$ cat src/rtl/fir_sym_seq.sv
// Sequencer for a time-multiplexed symmetric even-length FIR filter.
// Streams (x1, x2, coeff) to an external preadder/multiplier and sums the results.
module fir_sym_seq #(
   parameter int bits      = 14,
   parameter int HALF_TAPS = 8,
   parameter int MULT_LAT  = 4,
   parameter int ACC_GUARD = 4,
   localparam int KW       = $clog2(HALF_TAPS),
   localparam int N        = 2 * HALF_TAPS,
   localparam int AW       = bits + ACC_GUARD
) (
   input  logic            clk_i,
   input  logic            rstn_i,
   input  logic [bits-1:0] in_data_i,
   input  logic            in_valid_i,
   output logic            in_ready_o,
   output logic [bits-1:0] out_data_o,
   output logic            out_valid_o,
   input  logic            out_ready_i,
   input  logic            coeff_we_i,
   input  logic [KW-1:0]   coeff_addr_i,
   input  logic [17:0]     coeff_data_i,
   output logic            coeff_drop_o,
   output logic [bits-1:0] mult_x1_o,
   output logic [bits-1:0] mult_x2_o,
   output logic [17:0]     mult_coeff_o,
   input  logic [bits-1:0] mult_y_i,
   output logic            busy_o
);

   typedef enum logic [1:0] {IDLE, MAC, DRAIN, OUT} state_t;

   state_t              state, state_n;
   logic [KW-1:0]       k;
   logic [bits-1:0]     d [N];
   logic [17:0]         coef [HALF_TAPS];
   logic signed [AW-1:0] acc, acc_sum;
   logic                mv, ml;
   logic [MULT_LAT-1:0] vpipe, lpipe;
   logic                accept, last_k, done;
   logic [ACC_GUARD:0]  top;
   logic [bits-1:0]     sat_v;

   assign accept = (state == IDLE) & in_valid_i & in_ready_o;
   assign last_k = (k == KW'(HALF_TAPS - 1));
   // lpipe marks only the final product, so it also implies vpipe
   assign done   = lpipe[MULT_LAT-1];
   assign busy_o = (state != IDLE);

   assign acc_sum = acc + $signed({{ACC_GUARD{mult_y_i[bits-1]}}, mult_y_i});
   assign top     = acc_sum[AW-1:bits-1];

   always_comb begin
      sat_v = acc_sum[bits-1:0];
      if (!((&top) || !(|top))) begin
         if (top[ACC_GUARD]) sat_v = {1'b1, {(bits-1){1'b0}}};
         else                sat_v = {1'b0, {(bits-1){1'b1}}};
      end
   end

   always_ff @(posedge clk_i or negedge rstn_i) begin
      if (!rstn_i) state <= IDLE;
      else         state <= state_n;
   end

   always_comb begin
      state_n = state;
      unique case (state)
         IDLE:  if (accept)      state_n = MAC;
         MAC:   if (last_k)      state_n = DRAIN;
         DRAIN: if (done)        state_n = OUT;
         OUT:   if (out_ready_i) state_n = IDLE;
         default:                state_n = IDLE;
      endcase
   end

   always_ff @(posedge clk_i or negedge rstn_i) begin
      if (!rstn_i) begin
         in_ready_o   <= 1'b0;
         out_data_o   <= '0;
         out_valid_o  <= 1'b0;
         coeff_drop_o <= 1'b0;
         mult_x1_o    <= '0;
         mult_x2_o    <= '0;
         mult_coeff_o <= '0;
         k            <= '0;
         acc          <= '0;
         mv           <= 1'b0;
         ml           <= 1'b0;
         vpipe        <= '0;
         lpipe        <= '0;
         for (int j = 0; j < N; j++) d[j] <= '0;
         for (int j = 0; j < HALF_TAPS; j++) coef[j] <= '0;
      end else begin
         in_ready_o <= (state_n == IDLE);
         mv         <= (state == MAC);
         ml         <= (state == MAC) && last_k;
         vpipe      <= {vpipe[MULT_LAT-2:0], mv};
         lpipe      <= {lpipe[MULT_LAT-2:0], ml};
         if (vpipe[MULT_LAT-1]) acc <= acc_sum;
         if (accept) begin
            d[0] <= in_data_i;
            for (int j = 1; j < N; j++) d[j] <= d[j-1];
            acc <= '0;
            k   <= '0;
         end
         // ~{0,k} is N-1-k: the mirrored tap
         if (state == MAC) begin
            mult_x1_o    <= d[k];
            mult_x2_o    <= d[~{1'b0, k}];
            mult_coeff_o <= coef[k];
            k            <= k + 1'b1;
         end
         if (coeff_we_i) begin
            if (busy_o) coeff_drop_o <= 1'b1;
            else        coef[coeff_addr_i] <= coeff_data_i;
         end
         if (state == DRAIN && done) begin
            out_data_o  <= sat_v;
            out_valid_o <= 1'b1;
         end else if (state == OUT && out_ready_i) begin
            out_valid_o <= 1'b0;
         end
      end
   end

endmodule

$ cat config.mk
export PLATFORM = sky130hd
export DESIGN_NAME = fir_sym_seq
export DESIGN_NICKNAME = d
export VERILOG_FILES = /design/src/rtl/fir_sym_seq.sv
export SDC_FILE = /design/constraint.sdc
export NUM_CORES = 1
export LEC_CHECK = 0
export CELL_PAD_IN_SITES_DETAIL_PLACEMENT = 0
export CELL_PAD_IN_SITES_GLOBAL_PLACEMENT = 1
export CORE_ASPECT_RATIO = 0.5
export CORE_MARGIN = 3
export CORE_UTILIZATION = 45
export CTS_CLUSTER_SIZE = 40
export DETAILED_ROUTE_END_ITERATION = 8
export PLACE_DENSITY = 0.84
export SLEW_MARGIN = 10
export SYNTH_ARGS = -nofsm -noshare
export SYNTH_HDL_FRONTEND = slang
export SYNTH_SLANG_ARGS = --single-unit
$ cat constraint.sdc
create_clock -name clk_i -period 5.9 [get_ports clk_i]
set_clock_uncertainty 0.05 [all_clocks]
set_input_delay 1.77 -clock clk_i [delete_from_list [all_inputs] [get_ports clk_i]]
set_output_delay 1.77 -clock clk_i [all_outputs]
set_load 0.005 [all_outputs]
### Yosys cells after proc, flatten, opt, wreduce, memory -nomap -nowiden

Cells that the tools add are included.

* output and inout port bits: 64
* bits of input ports: 54
* word-level logic and storage cells: 96
* register bits after elaboration: 464

* multiplexer cells: 25
* reduce and logical (&&, ||, !) cells: 16
* order comparisons: 5
* equal/unequal tests: 4
* add/subtract/negate cells: 2
* bitwise operators: 6

Operators with widths (count)
* $bwmux 144: 1
* $bmux 14 s4: 2
* $mux 18: 5
* $mux 14: 6
* $bmux 18 s3: 1
* $demux 18 s3: 1
* $add 18x14->18: 1
* $ge 4x4->1 const B: 2
* $mux 2: 4
* $not 3->4: 2
* $pmux 2 s4: 1
* $reduce_bool 2->1: 4
* $mux 3: 2
* $ge 4x5->1 const B: 1
* $ge 5x5->1 const B: 1
* $not 4->5: 1
* $reduce_and 5->1: 1
* $reduce_or 5->1: 1
* $eq 2x2->1 const B: 2
* $logic_and 1x1->1: 4
* $logic_not 2->1: 2
* $lt 4x1->1 const B: 1
* $reduce_and 2->1: 2
* $add 3x1->3 const B: 1
* 7 further kinds: 9

### Depth between registers and ports, before layout

Gate-level depths: netlist of run 1.

* depth after elaboration: 6
* mapped depth: 11
* gate-level depth less buffers: 11

### Worst setup path before layout of run 1

Ideal clock, no wire load.

* kind: input port to flip-flop
* from: input port mult_y_i[0]
* to: register out_data_o[12]
* buffers on the path: 0
* data arrival time: 3.969 ns
* required time: 5.704 ns
* library setup time: 0.146 ns
* slack: 1.735 ns
* stages on the path: 11
* path through: ha_1 inv_1 fa_1 nand2b_1 a21o_1 a31oi_2 a41oi_2 o211ai_1 nand2_1 o31ai_4 o211ai_1

* word-level cells in the longest chain between the ends: 5
* elaborated cells on any way between the ends: 7
* classes of those cells: add/sub: 1; mux: 2; reduce/logical: 4

RTL lines
* start: declaration: line 27 `input logic [bits-1:0] mult_y_i,`
* $add 18x14->18 *: line 50 `assign acc_sum = acc + $signed({{ACC_GUARD{mult_y_i[bits-1]}}, mult_y_i});`
* $reduce_or 5->1: line 55 `if (!((&top) || !(|top))) begin`
* $logic_not 1->1: line 55
* $logic_or 1x1->1: line 55
* $mux 14 *: line 55
* end signal: assignment: line 119 `out_data_o <= sat_v;`
* end: declaration: line 17 `output logic [bits-1:0] out_data_o,`

Mark *: on every way between the ends. The rest lies on a longest branch, timed or not.
A chain may end at the register's enable or synchronous reset.

### Worst setup path in the final report of run 1

* from: input port mult_y_i[0]
* to: register out_data_o[3]

The elaborated chain is that of the path after synthesis.

==> results of run 1 <==
-- placed cells by master, fill, tap and decap left out, drive strengths merged, types with 3 or more instances in the layout --
cell type,count
a211oi,5
a21o,7
a21oi,22
a31oi,12
and2,8
and3,4
buf,18
bufinv,6
clkbuf,64
clkdlybuf4s50,116
clkinv,7
clkinvlp,3
dfrtp,464
ha,19
inv,13
mux2,144
mux2i,59
mux4,92
nand2,751
nand2b,5
nand3,10
nor2,38
nor2b,3
nor3,6
o211ai,13
o21a,4
o21ai,61
o21bai,6
o32ai,3
or2,3
xnor2,12
-- state kept, by name, indices dropped and copies added, names as in the netlist --
signal        flops
d               224
mult_x2_o        14
in_ready_o        1
coeff_drop_o      1
coef            144
k                 3
mv                1
vpipe             4
lpipe             4
state             2
ml                1
mult_coeff_o     18
out_data_o       14
mult_x1_o        14
acc              18
out_valid_o       1
-- kinds of logic (layout without fill, tap and decap cells) --
family | count (synthesis) | in the layout
multiplexers | 295 | 295
buffers and inverters | 121 | 227
flip-flops | 464 | 464
AO/OA/AOI/OAI | 138 | 138
adder cells (fa/ha/maj) | 20 | 20
XOR/XNOR | 13 | 13
AND/OR/NAND/NOR | 831 | 831
-- power groups by stage --
stage | sequential [mW] | combinational (mW) | clock [mW]
2_1_floorplan | 4.72 | 3.02 | 0
3_3_place_gp | 5.12 | 3.75 | 0
3_5_place_dp | 5.16 | 3.85 | 0
4_1_cts | 5.12 | 3.87 | 3.16
5_1_grt | 5.26 | 4.24 | 3.29
6_report | 5.10 | 3.81 | 3.09
-- metrics by stage --
step	setup slack (ns)	util, %	std cells
final	1.36	53.2	2586
after global routing	1.22	53.2	2586
after CTS	1.44	53.2	2586
after detailed placement	0.839	49.7	2504
after global placement	0.941	49.7	2504
after floorplan	1.73	-	1882
-- area by class of cell --
type                    count  area share (%)
clock inverters            18            1.17
flip-flops and latches    464            48.1
well taps                 598            3.10
multi-input cells        1297            36.3
repair buffers            134            5.71
clock buffers              64            5.45
inverters                  11           0.171
-- path summary, 6_finish.rpt --
kind	startpoint	to	cells after the start
max	mult_y_i[0]	out_data_o[3]	11
min	ml	lpipe[0]	0
max reg2reg	acc[0]	out_data_o[3]	10
min reg2reg	ml	lpipe[0]	0
max in group asynchronous	rstn_i	coef[20]	2
min in group asynchronous	rstn_i	mult_x2_o[0]	1
-- layer usage --
layer  vias to the layer above  GRT usage [%]  share of wire, %
li1                       6497              -                 -
met1                      6879           25.2                46
met2                       153           31.5                49
met3                        62           2.81               2.9
met4                         2           3.98               1.6
met5                         -              0             0.030
-- worst register-to-register path: cells and delay by family, from the launching register on --
family | cells | cell delay (ns)
DFF | 1 | 0.34
buffers and inverters | 1 | 0.07
adders and majority gates | 2 | 0.60
AOI/OAI and AO/OA | 5 | 1.44
and+or+nand+nor | 2 | 0.62
==> summary.txt, run 1 <==
most common cell in the synthesized netlist: nand2_1
Crit path required time: 6.31 ns
WS Path Type: in2reg
post-synth top area share: 55.7%
Worst path top cell family by delay: compound AO/OA/AOI/OAI gates
number of post-CTS setup repair buffers: 0
minimum clock period: 4.54 ns
Design Power: 12.0 mW
Main synth FF type: dfrtp_1
DR WL/cell: 17.0 um
first-pass GRT wire length: 73200 um
Worst-Skew Late Latency: 0.57 ns
DRC: 0
initial antenna violation count: 1
Async SR Flop Fraction: 100%
switching share of power: 32.8%
Num CTS Buffers: 44
Finished Cell Area: 0.0242 mm2
area of the multi-input gates: 0.00877 mm2
mux cell area share after synthesis: 20.6%
RD Place Congestion: 0.821
Post-DP Area: 0.0226 mm2
io pins: 118
register area: 0.0116 mm2
largest family of logic cells by synthesized area: multiplexers
Peak VDD IR: 0.000250 V
Worst slew margin: 19.9%
Starting Density: 45.9%
critical-path cell with the highest stage delay: o21ai_1
filler cell count: 3834
routed via count: 13600
Clock Power Share: 25.7%
overall overflow remaining after global route: 0
largest net degree at the start of global routing: 118
Crit path largest cell delay: 0.48 ns
DR pass1 iterations: 4
Area Overhead vs Synth: 16.0%
worst-path fanout max: 9
DP HPWL: 26500 um
Total GRT Usage: 18.4%
CTS sink count: 464
Die ar.: 0.0491 mm2
synth cell count leaders: nand2_1 (750), dfrtp_1 (464), mux2_2 (144)
leakage: 11.4 nW
syn_area_per_cell: 11.1 um2
switching power: 3.93 mW
Root Buffer: clkbuf_16
hold-fix buffer count after cts: 0
row cnt: 55
crit path launch type: primary input
Pwr per Cell Area: 497 mW/mm2
Hold Crit Class: reg2reg
WHS: 0.298 ns
Max Cap Viol: 0
Worst R2R Setup Slack: 2.69 ns
compound-cell area share of the yosys netlist: 4.16%
final WL: 44000 um
sequential power share: 42.5%
Logic pwr share: 31.8%
vias per cell: 5.26
RSZ-0062 raised after global routing: false
Simple-Gate Fraction of Synth Area: 15.5%
post-route ant nets: 0
cells along the critical path: clkdlybuf4s50_1 > ha_1 > inv_1 > fa_1 > nand2b_1 > a21o_1 > a31oi_2 > a41oi_2 > o21ai_1 > nand3_1 > o211ai_1
final setup TNS: 0 ns
XOR/XNOR Fraction of Synth Area: 0.547%
sequential cell area fraction in the yosys report: 55.7%
Core Area: 0.0454 mm2
final setup vio count: 0
outcome: finished clean
post-synthesis register bit count: 464
H-tree levels: 2
adder-cell share of the synthesized area: 1.24%
Syn Nets: 1956
WP data arrival: 4.96 ns
fin crit share: 77.0%
number of flops mapped to enable cells by yosys: 0
Post-Syn Area: 0.0208 mm2
Die Y: 158 um
post_cts resized: 0
Max Slew Vio Count: 0
number of antenna diodes: 0
Worst-path clk slew: 0.06 ns
clock tree from TritonCTS: done
Mapped Cells: 1882
cells taking the most area after synthesis: dfrtp_1 (56%), nand2_1 (14%), mux4_2 (9.9%)
synth warn: 0
DR iter-0 viols: 1117
Die X: 310 um
Int Power: 8.06 mW
Longest Clk Path Bufs: 3
Peak Freq: 220 MHz
Worst setup EP type: register
Buf+Inv Stages, Crit Path: 2
leading area contributor after synthesis: dfrtp_1
final hold viol count: 0
port bufs: 117
share of post-route cells with drive strength above 1: 17.5%
post-synth cell types: 46
vias in the first global route: 14000
Final nets: 2026
Tightest Pin Transition: 1.20 ns
Power figures use the tool's default switching activity.
==> run 2: changes to the inputs <==
==> constraint.sdc (replaced) <==
create_clock -name clk_i -period 4.6 [get_ports clk_i]
set_clock_uncertainty 0.05 [all_clocks]
set_input_delay 1.38 -clock clk_i [delete_from_list [all_inputs] [get_ports clk_i]]
set_output_delay 1.38 -clock clk_i [all_outputs]
set_load 0.005 [all_outputs]
==> summary.txt, run 2 (same netlist as run 1, synthesis figures left out) <==
outcome: finished clean (unchanged)
Worst R2R Setup Slack: 1.57 ns (was 2.69 ns)
final cell count without fillers: 2600 (was 2586)
Worst-path clk slew: 0.06 ns (about the same)
WHS: 0.298 ns (about the same)
DR WL/cell: 16.8 um (was 17.0 um)
Top Metal Used: met5 (unchanged)
Max Slew Vio Count: 0 (unchanged)
Setup Slack @ Placement: 0.112 ns (was 0.839 ns)
WP data arrival: 4.34 ns (was 4.96 ns)
final setup vio count: 0 (unchanged)
Worst slew margin: 31.9% (was 19.9%)
worst-path fanout max: 5 (was 9)
fin crit share: 86.5%
routed wl met3: 1410 um (was 1280 um)
DR iter-0 viols: 1041 (was 1117)
filler cell count: 3892 (was 3834)
final hold viol count: 0 (unchanged)
number of antenna diodes: 0 (unchanged)
Longest Clk Path Bufs: 3 (unchanged)
largest net degree at the start of global routing: 101 (was 118)
Max Cap Viol: 0 (unchanged)
RD Place Congestion: 0.821 (about the same)
Crit path largest cell delay: 0.46 ns (was 0.48 ns)
Peak VDD IR: 0.000269 V (was 0.000250 V)
Total GRT Usage: 18.4% (about the same)
minimum clock period: 3.98 ns
critical-path cell with the highest stage delay: clkdlybuf4s50_1 (was o21ai_1)
hold-fix buffer count after cts: 0 (unchanged)
Num CTS Buffers: 42 (was 44)
Tightest Pin Transition: 1.02 ns (was 1.20 ns)
final core area utilization: 53.3% (was 53.2%)
Buf+Inv Stages, Crit Path: 3 (was 2)
Hold Crit Class: reg2reg (unchanged)
cells along the critical path: clkdlybuf4s50_1 > ha_1 > inv_1 > fa_1 > nand2b_1 > a21o_1 > a31oi_2 > a41oi_2 > o211ai_1 > nand2_1 > o31ai_4 > buf_4 > o211ai_1 (was clkdlybuf4s50_1 > ha_1 > inv_1 > fa_1 > nand2b_1 > a21o_1 > a31oi_2 > a41oi_2 > o21ai_1 > nand3_1 > o211ai_1)
commonest non-fill, non-tap cells in the layout: nand2_1 (750), dfrtp_1 (461), mux2_2 (144), clkdlybuf4s50_1 (116), mux4_2 (92) (unchanged)
Largest register FFs: 224 (unchanged)
WL met1: 19700 um (was 20200 um)
CTS sink count: 464 (unchanged)
first-pass GRT wire length: 73500 um (was 73200 um)
Design Power: 15.1 mW (was 12.0 mW)
post_cts resized: 0 (unchanged)
most used cell, CP: o211ai_1
Finished Cell Area: 0.0242 mm2 (about the same)
final setup TNS: 0 ns (unchanged)
Crit path required time: 4.96 ns (was 6.31 ns)
clock tree from TritonCTS: done (unchanged)
vias per cell: 5.26 (about the same)
DRC: 0 (unchanged)
post-route ant nets: 0 (unchanged)
Core Area: 0.0454 mm2 (unchanged)
final WL: 43800 um (was 44000 um)
DR pass1 iterations: 5 (was 4)
share of post-route cells with drive strength above 1: 17.8% (was 17.5%)
routed via count: 13700 (was 13600)
leakage: 11.5 nW (was 11.4 nW)
Starting Density: 45.9% (unchanged)
DP HPWL: 27600 um (was 26500 um)
commonest non-fill, non-tap cell in the layout: nand2_1 (unchanged)
Reg with most FFs: d (unchanged)
Root Buffer: clkbuf_16 (unchanged)
Die Y: 158 um (unchanged)
H-tree levels: 2 (unchanged)
Pwr per Cell Area: 626 mW/mm2 (was 497 mW/mm2)
met2 WL: 21900 um (was 21700 um)
number of post-CTS setup repair buffers: 0 (unchanged)
Worst path top cell family by delay: compound AO/OA/AOI/OAI gates (unchanged)
cell count after placement: 2523 (was 2504)
row cnt: 55 (unchanged)
Die ar.: 0.0491 mm2 (unchanged)
Worst-Skew Late Latency: 0.55 ns (was 0.57 ns)
Largest regs: d (224), coef (144) (unchanged)
RSZ-0062 raised after global routing: false (unchanged)
Worst Setup Slack, final: 0.621 ns (was 1.36 ns)
io pins: 118 (unchanged)
Die X: 310 um (unchanged)
port bufs: 117 (unchanged)
Worst setup EP type: register (unchanged)
Final nets: 2043 (was 2026)
WS Path Type: in2reg (unchanged)
Area Overhead vs Synth: 16.2% (was 16.0%)
Peak Freq: 251 MHz
initial antenna violation count: 2 (was 1)
crit path launch type: primary input (unchanged)
vias in the first global route: 14200 (was 14000)
Post-DP Area: 0.0228 mm2 (was 0.0226 mm2)
overall overflow remaining after global route: 0 (unchanged)
[run 2: cell types whose count changed in the layout (fill, tap and decap cells not counted), moves of 2 or more]
| cell | delta |
|---|---|
| buf_4 | +13 |
| buf_12 | +6 |
| clkbuf_1 | +6 |
| clkbuf_8 | -4 |
| clkinvlp_4 | -3 |
| bufinv_16 | -2 |
| clkbuf_16 | -2 |
[run 2: worst reg2reg max path: stages (launching register included)]
cell	delay, ns
dfrtp_1	0.34
ha_1	0.21
inv_1	0.07
fa_1	0.40
nand2b_1	0.18
a21o_1	0.20
a31oi_2	0.20
a41oi_2	0.24
o211ai_1	0.27
nand2_1	0.18
o31ai_4	0.29
buf_4	0.18
o211ai_1	0.09
[run 2: cell type report]
cell class	count	area [um2]	share of cell area, %
well taps	598	748	3.09
multi-input cells	1297	8770	36.2
inverters	11	41.3	0.171
flip-flops and latches	464	11600	48.0
clock inverters	13	195	0.807
clock buffers	64	1230	5.10
repair buffers	153	1600	6.60
[run 2: per-layer routing]
metal  vias up  track usage, %
met3        65            2.62
met1      6888            24.8
li1       6526               -
met5         -               0
met2       187            32.0
met4         2            4.23
[run 2: worst paths after layout]
check                             from       endpoint  cells after the start
max                        mult_y_i[0]  out_data_o[8]                     13
min                           vpipe[2]       vpipe[3]                      0
max reg2reg                     acc[0]  out_data_o[8]                     12
min reg2reg                   vpipe[2]       vpipe[3]                      0
max in group asynchronous       rstn_i         acc[9]                      3
min in group asynchronous       rstn_i  mult_x2_o[10]                      1
[run 2: power by group]
group	internal [mW]	total, mW	switching (mW)
clock	2.09	3.64	1.55
combinational	2.62	5.01	2.39
sequential	5.44	6.49	1.05
total	10.2	15.1	4.98
==> run 3: changes to the inputs <==
--- a/config.mk
+++ b/config.mk
@@ -13,7 +13,7 @@
 export CTS_CLUSTER_SIZE = 40
 export DETAILED_ROUTE_END_ITERATION = 8
 export PLACE_DENSITY = 0.84
-export SLEW_MARGIN = 10
+export SLEW_MARGIN = 25
 export SYNTH_ARGS = -nofsm -noshare
 export SYNTH_HDL_FRONTEND = slang
 export SYNTH_SLANG_ARGS = --single-unit
==> summary.txt, run 3 (same netlist as run 1, synthesis figures left out) <==
outcome: finished clean (unchanged)
minimum clock period: 3.98 ns (about the same)
Largest register FFs: 224 (unchanged)
final setup TNS: 0 ns (unchanged)
Tightest Pin Transition: 1.02 ns (about the same)
vias per cell: 5.26 (about the same)
routed via count: 13700 (about the same)
Largest regs: d (224), coef (144) (unchanged)
Max Cap Viol: 0 (unchanged)
Die X: 310 um (unchanged)
commonest non-fill, non-tap cell in the layout: nand2_1 (unchanged)
initial antenna violation count: 2 (unchanged)
final setup vio count: 0 (unchanged)
number of antenna diodes: 0 (unchanged)
Max Slew Vio Count: 0 (unchanged)
Core Area: 0.0454 mm2 (unchanged)
WP data arrival: 4.34 ns (about the same)
fin crit share: 86.5% (about the same)
port bufs: 117 (unchanged)
Die Y: 158 um (unchanged)
H-tree levels: 2 (unchanged)
final core area utilization: 53.3% (about the same)
Hold Crit Class: reg2reg (unchanged)
leakage: 11.5 nW (about the same)
Pwr per Cell Area: 626 mW/mm2 (about the same)
CTS sink count: 464 (unchanged)
DR iter-0 viols: 962 (was 1041)
Worst setup EP type: register (unchanged)
DRC: 0 (unchanged)
clock tree from TritonCTS: done (unchanged)
io pins: 118 (unchanged)
Die ar.: 0.0491 mm2 (unchanged)
Crit path required time: 4.96 ns (about the same)
RD Place Congestion: 0.821 (unchanged)
commonest non-fill, non-tap cells in the layout: nand2_1 (750), dfrtp_1 (461), mux2_2 (144), clkdlybuf4s50_1 (116), mux4_2 (92) (unchanged)
RSZ-0062 raised after global routing: false (unchanged)
Final nets: 2044 (was 2043)
vias in the first global route: 14200 (unchanged)
Worst-Skew Late Latency: 0.55 ns (about the same)
row cnt: 55 (unchanged)
share of post-route cells with drive strength above 1: 17.8% (about the same)
final hold viol count: 0 (unchanged)
Peak Freq: 251 MHz (about the same)
crit path launch type: primary input (unchanged)
Worst slew margin: 31.7% (was 31.9%)
final WL: 43800 um (about the same)
post_cts resized: 0 (unchanged)
largest net degree at the start of global routing: 101 (unchanged)
DR WL/cell: 16.8 um (about the same)
post-route ant nets: 0 (unchanged)
number of post-CTS setup repair buffers: 0 (unchanged)
Total GRT Usage: 18.4% (unchanged)
Area Overhead vs Synth: 16.3% (was 16.2%)
Worst-path clk slew: 0.06 ns (about the same)
Peak VDD IR: 0.000289 V (was 0.000269 V)
first-pass GRT wire length: 73500 um (unchanged)
Num CTS Buffers: 42 (unchanged)
overall overflow remaining after global route: 0 (unchanged)
Root Buffer: clkbuf_16 (unchanged)
worst-path fanout max: 5 (unchanged)
WS Path Type: in2reg (unchanged)
Reg with most FFs: d (unchanged)
hold-fix buffer count after cts: 0 (unchanged)
Starting Density: 45.9% (unchanged)
DP HPWL: 27600 um (unchanged)
Longest Clk Path Bufs: 3 (unchanged)
DR pass1 iterations: 5 (unchanged)
[run 3: area by class of cell]
cell class              count  area, um2
clock inverters            13        195
flip-flops and latches    464      11600
well taps                 598        748
clock buffers              64       1230
inverters                  11       41.3
fillers                  3883      21200
repair buffers            154       1620
multi-input cells        1297       8770
[run 3: metrics by stage]
step | instances | total power [mW] | hold slack, ns | cell area (um2) | setup slack (ns)
finish | 2601 | 15.2 | 0.298 | 24200 | 0.622
global route | 2601 | 16.2 | 0.315 | 24200 | 0.509
CTS | 2600 | 15.3 | 0.300 | 24200 | 0.658
detailed placement | 2523 | 11.6 | 0.285 | 22800 | 0.112
global placement | 2523 | 11.5 | 0.283 | 22800 | 0.185
floorplan | 1882 | 9.93 | 0.281 | 20800 | 0.825
[run 3: final timing paths]
path	start	end	slack (ns)	depth (start not counted)
setup / recovery	mult_y_i[0]	out_data_o[8]	0.62	13
hold / removal	vpipe[2]	vpipe[3]	0.30	0
setup reg to reg	acc[0]	out_data_o[8]	1.57	12
hold reg to reg	vpipe[2]	vpipe[3]	0.30	0
max in group asynchronous	rstn_i	acc[9]	2.69	3
min in group asynchronous	rstn_i	mult_x2_o[10]	0.81	1
[run 3: metal layers]
metal  wire length [um]  GRT usage [%]  share of wire (%)
met2              21900           32.0                 50
met1              19800           24.8                 45
met4                762           4.23                1.7
met3               1280           2.62                2.9
met5                 11              0              0.025
[run 3: power by group]
group	internal [mW]	leakage (nW)	switching [mW]
Combinational	2.65	4.72	2.39
Sequential	5.44	6.05	1.05
Clock	2.09	0.705	1.55
Total	10.2	11.5	4.99
[run 3: worst max-delay path, stage by stage]
cell and delay [ns]:
clkdlybuf4s50_1 0.46, ha_1 0.20, inv_1 0.07, fa_1 0.40
nand2b_1 0.18, a21o_1 0.20, a31oi_2 0.20, a41oi_2 0.24
o211ai_1 0.27, nand2_1 0.18, o31ai_4 0.29, buf_4 0.18
o211ai_1 0.09
==> RTL edit 1: new RTL, config.mk and constraints of run 2 <==
Make the reset (`rstn_i`) synchronous in 2 clocked blocks.
--- a/src/rtl/fir_sym_seq.sv
+++ b/src/rtl/fir_sym_seq.sv
@@ -58,7 +58,7 @@
       end
    end
 
-   always_ff @(posedge clk_i or negedge rstn_i) begin
+   always_ff @(posedge clk_i) begin
       if (!rstn_i) state <= IDLE;
       else         state <= state_n;
    end
@@ -74,7 +74,7 @@
       endcase
    end
 
-   always_ff @(posedge clk_i or negedge rstn_i) begin
+   always_ff @(posedge clk_i) begin
       if (!rstn_i) begin
          in_ready_o   <= 1'b0;
          out_data_o   <= '0;
Behaviour: differs if rstn_i is asserted again (counterexample within 4 cycles, from zero or initial values and one cycle with rstn_i low); with rstn_i held inactive, the same outputs for 4 cycles.
==> RTL edit 1 against run 2 <==
Maximum frequency down 2.2%; sequential share of layout area up 6.2 points; sequential cell count unchanged; synthesized area down 1.3%; routed wire length down 2.6%; final area down 0.97%; die area down 1.2%; synthesized cell count down 24%; setup slack worse by 0.087 ns; largest cell class unchanged.
Power is not compared: it rests on default switching activity, and its combinational part moved more than twofold at a synthesized area within 25%.
==> RTL edit 1: results (changes against run 2) <==
| Metric | Value |
|---|---|
| Status | completed |
| DR WL/cell | 19.7 um (+17%) |
| Met2 wire length | 21.0 mm (-4.0%) |
| Placed instance area | 22600 sq um (-0.88%) |
| Initial antenna violation count | 0 (-2) |
| Critical Path Slowest Stage Cell | or4_4 |
| First-pass GRT wire length | 69.0 mm (-6.2%) |
| WHS Path Cells | 1 (+1) |
| Max_slew headroom | 21.3% (-11 points) |
| Post-synthesis sequential area ratio | 63.1% (+7.3 points) |
| RePlAce Congestion | 0.816 (-0.56%) |
| Met3 routed WL | 1.97 mm (+40%) |
| Final Non-Filler Cells | 2169 (-17%) |
| Reg-to-Reg End | out_data_o[12] |
| Met3 usage | 2.65% (+0.029 points) |
| Post-Route M1 WL | 18.9 mm (-4.5%) |
| M2 GR Usage | 30.6% (-1.4 points) |
| Largest cells by area after synthesis | edfxtp_1, and2_1, mux4_2 |
| Synth Net Count | 1513 (-23%) |
| Critical Path Start | mult_y_i[1] |
| R2R Path Start | acc[1] |
| Synth Flop Type | edfxtp_1 |
| Vias in the first global route | 12434 (-12%) |
| Vias | 11782 (-14%) |
| Max Fanout on Critical Path | 13 (+8) |
| Max layer used | met4 |
| Total power | 9.21 mW |
| Arr. time, crit path | 4.45 ns (+0.11 ns) |
| Flop2flop setup slack | 1.53 ns (-0.04 ns) |
| Synth cell count leaders | and2_1, edfxtp_1, dfxtp_1, mux4_2, nor2_1 |
| FFs w/ async S/R, synth | 0% (-100 points) |
| Synth cell types | 50 (+8.7%) |
| Placed Cells | 2092 (-17%) |
| Share of cells above drive strength 1 | 13.7% (-4.1 points) |
| Net count, final | 1622 (-21%) |
| Hold_sp | lpipe[0] |
==> RTL edit 1: worst reg2reg max path: stages (launching register included) <==
cell	delay [ns]
dfxtp_1	0.40
ha_1	0.29
a211o_1	0.30
a211o_1	0.38
a41oi_2	0.26
o221a_2	0.22
nand2_1	0.10
or4_4	0.55
a21oi_4	0.18
buf_12	0.16
a21oi_1	0.08
==> RTL edit 1: final cells by class <==
cell class	instances	area (sq um)
Tap cell	588	736
Inverter	8	30.0
Fill cell	3580	20400
Timing Repair Buffer	157	1600
Multi-Input combinational cell	875	7220
Clock inverter	24	262
Sequential cell	464	13000
Clock buffer	53	1130
==> RTL edit 1: kinds of logic (layout without fill, tap and decap cells) <==
group                      after synthesis  count (layout)  synth area share (%)
AOI/OAI and AO/OA                      147             147                  5.06
adders and majority gates               20              20                  1.25
muxes                                  156             156                  13.2
buffers and inverters                  100             242                  1.92
and+or+nand+nor                        537             537                  14.9
DFF                                    464             464                  63.1
xor gates and xnor gates                15              15                 0.639
==> RTL edit 2: new RTL, flow settings as in run 2 <==
Without the edit above. The parameter `HALF_TAPS` goes from 8 to 4.
--- a/src/rtl/fir_sym_seq.sv
+++ b/src/rtl/fir_sym_seq.sv
@@ -2,7 +2,7 @@
 // Streams (x1, x2, coeff) to an external preadder/multiplier and sums the results.
 module fir_sym_seq #(
    parameter int bits      = 14,
-   parameter int HALF_TAPS = 8,
+   parameter int HALF_TAPS = 4,
    parameter int MULT_LAT  = 4,
    parameter int ACC_GUARD = 4,
    localparam int KW       = $clog2(HALF_TAPS),
Interface: changed (resized coeff_addr_i); port bits go from 118 to 117. The function was not compared with the original's and may differ.
==> RTL edit 2 against run 2 <==
Setup slack improved by 0.12 ns; cell count decreased by 35%; sequential power decreased by 35%; count of clock-buffer cells in the layout decreased by 25; routed wire length decreased by 35%; total power decreased by 33%; largest power group unchanged; highest routed layer unchanged; global-route usage increased by 0.65 points; sequential cell count decreased by 185; final area decreased by 38%; synthesized cell count decreased by 37%; synthesized area decreased by 39%; maximum frequency increased by 3.1%; via count decreased by 36%.
==> RTL edit 2: results (changes against run 2) <==
| Metric | Value |
|---|---|
| Status | completed |
| Hpwl dp | 18.2 mm (-34%) |
| DR WL/cell | 16.8 um (about the same) |
| Post-synthesis sequential area ratio | 55.1% (-0.60 points) |
| P_int | 6.60 mW (-35%) |
| Max Fanout on Critical Path | 12 (+7) |
| Peak supply drop | 0.000361 V (+34%) |
| First-pass GRT wire length | 47.8 mm (-35%) |
| Net count, final | 1358 (-34%) |
| Adder-Cell Fraction of Synth Area | 1.94% (+0.70 points) |
| Clk pwr | 2.17 mW (-40%) |
| Synth cell types | 66 (+43%) |
| Crit path capture | out_data_o[7] |
| Synth Net Count | 1260 (-36%) |
| Placed instance area | 14200 sq um (-38%) |
| Hold_sp | ml |
| Final wirelength | 28.3 mm (-35%) |
| Logic pwr share | 36.3% (+3.2 points) |
| Dpl ws | 0.177 ns (+0.0653 ns) |
| Post-synthesis instance total | 1188 (-37%) |
| Total GRT Usage | 19.1% (+0.65 points) |
| Max_slew headroom | 28.4% (-3.5 points) |
| Vias | 8814 (-36%) |
| XOR/XNOR Fraction of Synth Area | 1.11% (+0.56 points) |
| I/O Buffers | 116 (-0.85%) |
| Compound-Gate Fraction of Synth Area | 4.93% (+0.77 points) |
| Flop2flop setup slack | 1.71 ns (+0.14 ns) |
| Filler cells | 2315 (-41%) |
| R2r worst-path depth | 12 (unchanged) |
| Largest net degree at the start of global routing | 100 (-0.99%) |
| RePlAce Congestion | 0.863 (+5.2%) |
| Cts bufs inserted | 27 (-36%) |
| Leak pwr | 7.14 nW (-38%) |
| H-tree levels | 1 (-1) |
| Vias in the first global route | 9232 (-35%) |
| Synth cell count leaders | nand2_1, dfrtp_1, mux2_2, mux4_2, nor2_1 |
| Mux cell area share after synthesis | 15.6% (-5.0 points) |
| Drt first-iter violations | 588 (-44%) |
| Pwr Density | 670 nW/um^2 (+7.1%) |
==> RTL edit 2: changes by cell type after synthesis, sizes merged, moves of 46 or more <==
cell   delta
nand2   -254
dfrtp   -185
mux4     -46
mux2i    -46
o21ai    -53
mux2     -72
==> RTL edit 2: area by class of cell <==
type	instances	area (sq um)	area share (%)
flip-flops and latches	279	6990	46.4
multi-input cells	830	5340	35.5
repair buffers	135	1330	8.87
clock buffers	39	791	5.26
well taps	374	468	3.11
clock inverters	9	76.3	0.507
inverters	13	48.8	0.324
==> RTL edit 2: cell families (layout without fill, tap and decap cells) <==
kind of cell / after synthesis / after routing
AOI/OAI and AO/OA: 77 / 77
xor gates and xnor gates: 16 / 16
adders and majority gates: 19 / 19
buffers and inverters: 79 / 196
DFF: 279 / 279
muxes: 131 / 131
and+or+nand+nor: 587 / 587
==> RTL edit 2: routing by layer <==
metal,vias to the layer above,wire [um],global-route usage (%)
met5,-,24,0
met4,4,399,3.89
met3,31,1100,3.64
met2,150,14000,32.8
met1,4472,12800,25.4
li1,4157,-,-
